<file path="src/rtl/aclk_key_controller.sv">
//==============================================================================
// Module      : aclk_key_controller
// Description : Keypad front end of the alarm clock. Shifts entered digits
//               into an HH:MM buffer and commits it as alarm or current time.
// Revision    : 1.0 - initial release
//==============================================================================
`default_nettype none

module aclk_key_controller #(
    parameter int TIMEOUT_S = 10,
    parameter int CNT_W     = 4,
    parameter int KEY_ALARM = 10,
    parameter int KEY_TIME  = 11
) (
    input  logic       clock,
    input  logic       reset,
    input  logic       one_second,
    input  logic       key_valid,
    input  logic [3:0] key,
    output logic [3:0] key_ms_hr,
    output logic [3:0] key_ls_hr,
    output logic [3:0] key_ms_min,
    output logic [3:0] key_ls_min,
    output logic       show_new_time,
    output logic       show_a,
    output logic       load_new_a,
    output logic       load_new_c,
    output logic       reset_count,
    output logic       entry_error
);

    localparam logic [1:0] S_SHOW_TIME  = 2'd0;
    localparam logic [1:0] S_KEY_ENTRY  = 2'd1;
    localparam logic [1:0] S_SHOW_ALARM = 2'd2;

    localparam logic [3:0]       c_key_alarm = 4'(KEY_ALARM);
    localparam logic [3:0]       c_key_time  = 4'(KEY_TIME);
    localparam logic [CNT_W-1:0] c_cnt_last  = CNT_W'(TIMEOUT_S - 1);

    logic [1:0]       r_state;
    logic [CNT_W-1:0] r_cnt;
    logic [3:0]       r_ms_hr, r_ls_hr, r_ms_min, r_ls_min;
    logic             r_show_new_time, r_show_a;
    logic             r_load_new_a, r_load_new_c, r_reset_count, r_entry_error;

    logic       w_digit, w_alarm, w_time, w_accepted, w_expired, w_in_range;
    logic [6:0] w_hours;

    assign w_digit    = key_valid && (key <= 4'd9);
    assign w_alarm    = key_valid && (key == c_key_alarm);
    assign w_time     = key_valid && (key == c_key_time);
    assign w_accepted = w_digit || w_alarm || w_time;
    assign w_expired  = one_second && (r_cnt == c_cnt_last);

    assign w_hours    = ({3'b000, r_ms_hr} * 7'd10) + {3'b000, r_ls_hr};
    assign w_in_range = (w_hours <= 7'd23) && (r_ms_min <= 4'd5) &&
                        (r_ls_hr <= 4'd9) && (r_ls_min <= 4'd9);

    always_ff @(posedge clock) begin
        if (reset) begin
            r_state         <= S_SHOW_TIME;
            r_cnt           <= '0;
            r_ms_hr         <= 4'd0;
            r_ls_hr         <= 4'd0;
            r_ms_min        <= 4'd0;
            r_ls_min        <= 4'd0;
            r_show_new_time <= 1'b0;
            r_show_a        <= 1'b0;
            r_load_new_a    <= 1'b0;
            r_load_new_c    <= 1'b0;
            r_reset_count   <= 1'b0;
            r_entry_error   <= 1'b0;
        end else begin
            r_load_new_a  <= 1'b0;
            r_load_new_c  <= 1'b0;
            r_reset_count <= 1'b0;
            r_entry_error <= 1'b0;

            case (r_state)
                S_SHOW_TIME: begin
                    // Buffer is idle here; this also clears it the cycle after a commit.
                    r_cnt    <= '0;
                    r_ms_hr  <= 4'd0;
                    r_ls_hr  <= 4'd0;
                    r_ms_min <= 4'd0;
                    r_ls_min <= w_digit ? key : 4'd0;
                    if (w_digit) begin
                        r_state         <= S_KEY_ENTRY;
                        r_show_new_time <= 1'b1;
                    end else if (w_alarm) begin
                        r_state  <= S_SHOW_ALARM;
                        r_show_a <= 1'b1;
                    end
                end

                S_KEY_ENTRY: begin
                    if (w_digit) begin
                        r_cnt    <= '0;
                        r_ms_hr  <= r_ls_hr;
                        r_ls_hr  <= r_ms_min;
                        r_ms_min <= r_ls_min;
                        r_ls_min <= key;
                    end else if (w_alarm || w_time) begin
                        r_cnt           <= '0;
                        r_state         <= S_SHOW_TIME;
                        r_show_new_time <= 1'b0;
                        if (!w_in_range) begin
                            r_entry_error <= 1'b1;
                        end else if (w_alarm) begin
                            r_load_new_a <= 1'b1;
                        end else begin
                            r_load_new_c  <= 1'b1;
                            r_reset_count <= 1'b1;
                        end
                    end else if (w_expired) begin
                        r_cnt           <= '0;
                        r_state         <= S_SHOW_TIME;
                        r_show_new_time <= 1'b0;
                        r_ms_hr         <= 4'd0;
                        r_ls_hr         <= 4'd0;
                        r_ms_min        <= 4'd0;
                        r_ls_min        <= 4'd0;
                    end else if (one_second) begin
                        r_cnt <= r_cnt + 1'b1;
                    end
                end

                S_SHOW_ALARM: begin
                    // Ignored digit/TIME presses still count as activity.
                    if (w_alarm || w_expired) begin
                        r_cnt    <= '0;
                        r_state  <= S_SHOW_TIME;
                        r_show_a <= 1'b0;
                    end else if (w_accepted) begin
                        r_cnt <= '0;
                    end else if (one_second) begin
                        r_cnt <= r_cnt + 1'b1;
                    end
                end

                default: begin
                    r_state         <= S_SHOW_TIME;
                    r_cnt           <= '0;
                    r_show_new_time <= 1'b0;
                    r_show_a        <= 1'b0;
                end
            endcase
        end
    end

    assign key_ms_hr     = r_ms_hr;
    assign key_ls_hr     = r_ls_hr;
    assign key_ms_min    = r_ms_min;
    assign key_ls_min    = r_ls_min;
    assign show_new_time = r_show_new_time;
    assign show_a        = r_show_a;
    assign load_new_a    = r_load_new_a;
    assign load_new_c    = r_load_new_c;
    assign reset_count   = r_reset_count;
    assign entry_error   = r_entry_error;

endmodule

`default_nettype wire

</file>
<file path="config.mk">
export PLATFORM = sky130hd
export DESIGN_NAME = aclk_key_controller
export DESIGN_NICKNAME = d
export VERILOG_FILES = /design/src/rtl/aclk_key_controller.sv
export SDC_FILE = /design/constraint.sdc
export NUM_CORES = 1
export LEC_CHECK = 0
export CORE_MARGIN = 5
export CORE_UTILIZATION = 45
export DETAILED_ROUTE_END_ITERATION = 12
export PLACE_DENSITY = 0.79
export SLEW_MARGIN = 20
export SYNTH_ARGS = -nofsm -noshare
export SYNTH_HDL_FRONTEND = slang
export SYNTH_SLANG_ARGS = --single-unit
</file>
<file path="constraint.sdc">
create_clock -name clock -period 2.4 [get_ports clock]
set_clock_uncertainty 0.1 [all_clocks]
set_input_delay 0.36 -clock clock [delete_from_list [all_inputs] [get_ports clock]]
set_output_delay 0.36 -clock clock [all_outputs]
set_load 0.02 [all_outputs]
</file>
==> out/metrics.cfg <==
[place]
place_area_um2 = 1820
gp_congestion = 0.827
dp_hpwl_um = 2530
dp_slack_ns = -0.106
numPortBuffers = 29

[routing]
top_layer = met4
via_per_inst = 5.56
wl_met3_um = 143
wl_met2_um = 1630
drtIter0Drc = 56
m1WireLength_um = 1390
drcViolationCount = 0
dr.pass1.iters = 5
vias = 1274
ant_nets = 0
post_drt_wl_per_cell_um = 14.1
routed_wl_um = 3220

[die]
io_pins = 30
core_um2 = 3030
die-area_um2 = 4370
rows = 20
die_h_um = 66.1
die-width_um = 66.1
initial_utilization_pct = 46.8

[synth]
yosysWarnings = 0
syn_inst = 151
synthesis.nets = 172
synth_area_um2 = 1420
synthFlopType = dfxtp_1
synth_edf_count = 0
async_reset_ff_share_pct = 0
ys_seq_elements = 27
netlist-cell-type-count = 41
avgSynthCellArea_um2 = 9.39
yosysSeqAreaShare_pct = 38.1

[setup_path]
critical_path_class = register to register
reg2regPathDepth = 9
crit_path_end = entry_error
required_ns = 2.52
worst_ep_arrival_time_ns = 2.60
reg2reg_to = entry_error
path_depth = 9
crit_start = key_ms_hr[1]
cp_cell_sequence = ha_4 > ha_4 > inv_2 > fa_2 > inv_2 > o2111ai_2 > mux2i_1 > or4_4 > nor2b_1
crit_fanout = 5
r2r_setup_slack_ns = -0.07
slowest_delay_ns = 0.58
path_buf_inv = 2
endpoint_kind = register
rr_startpoint = key_ms_hr[1]
startpoint_type = register
critical-path-top-delay-family = adder cells
critPathSlowestCell = fa_2

[outcome]
status = finished with violations
violations = setup timing

[sta]
fmax_mhz = 404
worst_slack_ns = -0.0734
maxSlewHeadroom_pct = 61.7
slew_viol_final = 0
finalSetupTns_ns = -0.131
hold_viol = 0
rsz0062_at_grt = yes
post-route-period-util_pct = 103
finalCriticalPeriod_ns = 2.47
tightest_slew_ns = 0.573
setup_viol = 3

[cells_and_area]
seqCellArea_um2 = 548
drive_above_1_share_pct = 14.1
multi_input_area_um2 = 838
antenna_cells = 0
final_cell_mix = 29 x clkdlybuf4s50_1, 23 x dfxtp_1, 15 x nor2_1
postLayoutCellArea_um2 = 1860
nFillCells = 266
area_delta_synth_final_pct = 31.0
nNetsFinal = 207
postLayoutCoreUtil_pct = 61.3
layout_commonest_cell = clkdlybuf4s50_1

[clock_network]
cts_tree = yes
cts-root-buf = clkbuf_4
htreeDepth = 1
clock_path_buffers = 2
clock_latency_ns = 0.31
path_clk_slew_ns = 0.14
numCtsBuffers = 3
ctsHoldBuffers = 0
clock-sinks = 27
cts_setup_buffers = 0

[power_and_ir_drop]
power.density_nw_per_um2 = 509
power_mw = 0.945
power.leakage_nw = 0.714
ir_worst_vdd_uv = 393

[grt]
grt_max_degree = 16
antenna_found_initial = 0
grt_util_all_layers_pct = 16.5
first_global_vias = 1295
grt-ovfl-total = 0
grt_pass1_wl_um = 5700

[min_path]
hp-class = register to register

[job]
cap_violations = 0

-- cells in the mapped netlist (all sizes together), types with 2 or more instances --
library cell | number | area share (%)
a211oi | 3 | 2.5
a21oi | 6 | 2.1
a22o | 9 | 5.6
a41o | 2 | 1.4
buf | 2 | 0.88
clkbuf | 4 | 1.1
dfxtp | 27 | 38
fa | 2 | 2.8
ha | 11 | 9.7
inv | 12 | 3.2
mux2i | 2 | 1.4
nand2 | 7 | 1.9
nand3 | 6 | 2.1
nand4 | 4 | 1.8
nand4b | 2 | 1.2
nor2 | 15 | 4.0
nor3 | 2 | 1.1
nor3b | 6 | 3.5
o21ai | 5 | 1.8
o22ai | 3 | 1.3
xnor2 | 2 | 1.2
xor2 | 4 | 2.5
-- metal layers --
layer  global-route usage, %  up-vias
met5                       0        -
met4                    6.85        0
met3                    3.06        6
met2                    28.7       46
met1                    19.5      603
li1                        -      619
-- how the worst min path moves through the flow --
stage | startpoint | slack (ns) | depth (start not counted) | endpoint
detailed placement | key_ls_min[0] | 0.40 | 2 | key_ms_min[0]
floorplan | r_state[1] | 0.36 | 2 | r_state[1]
global placement | r_state[1] | 0.38 | 2 | r_state[1]
global route | key_ls_min[0] | 0.46 | 2 | key_ms_min[0]
finish | show_a | 0.41 | 2 | show_a
CTS | key_ms_min[0] | 0.42 | 2 | key_ms_min[0]
-- sequential cells by signal (all words and copies together), names as in the netlist --
name,cells
key_ms_min,4
r_cnt,4
key_ms_hr,4
load_new_a,1
key_ls_hr,4
r_state,2
entry_error,1
reset_count,1
show_a,1
show_new_time,1
key_ls_min,4
-- timing repair --
action                     4_1_cts  5_1_grt
pin swaps                        2        1
setup endpoints to repair        3        3
resized for setup                3        0
-- final cells by class --
type | instances | share of cell area (%)
tap | 44 | 2.96
clock buffer | 3 | 1.21
multi-input combinational | 106 | 45.1
sequential | 27 | 29.5
clock inverter | 1 | 0.270
timing repair buffer | 36 | 18.5
inverter | 12 | 2.43
-- through the flow --
stage	instances	hold slack [ns]
2_1_floorplan	151	0.363
3_3_place_gp	225	0.377
3_5_place_dp	225	0.397
4_1_cts	229	0.422
5_1_grt	229	0.457
6_report	229	0.415
-- report_power, final --
| group | total [mW] | internal (mW) | switching [mW] |
|---|---|---|---|
| Combinational | 0.272 | 0.111 | 0.161 |
| Clock | 0.189 | 0.0623 | 0.127 |
| Sequential | 0.484 | 0.469 | 0.0147 |
| Total | 0.945 | 0.642 | 0.303 |
-- worst reg2reg max path, cell delays in order, from the launching register on --
cell	delay (ns)
dfxtp_4	0.37
ha_4	0.26
ha_4	0.11
inv_2	0.03
fa_2	0.58
inv_2	0.05
o2111ai_2	0.07
mux2i_1	0.09
or4_4	0.57
nor2b_1	0.15
-- cell families (layout without fill, tap and decap cells) --
logic type | count (synthesis) | after routing | synth area share, %
multiplexers | 3 | 3 | 2.21
AO/OA/AOI/OAI | 35 | 35 | 19.0
buffers and inverters | 18 | 52 | 5.12
AND/OR/NAND/NOR | 49 | 49 | 19.3
adder cells (fa/ha/maj) | 13 | 13 | 12.5
flip-flops | 27 | 27 | 38.1
XOR/XNOR | 6 | 6 | 3.71
No activity file was read; power rests on OpenSTA's default activity.
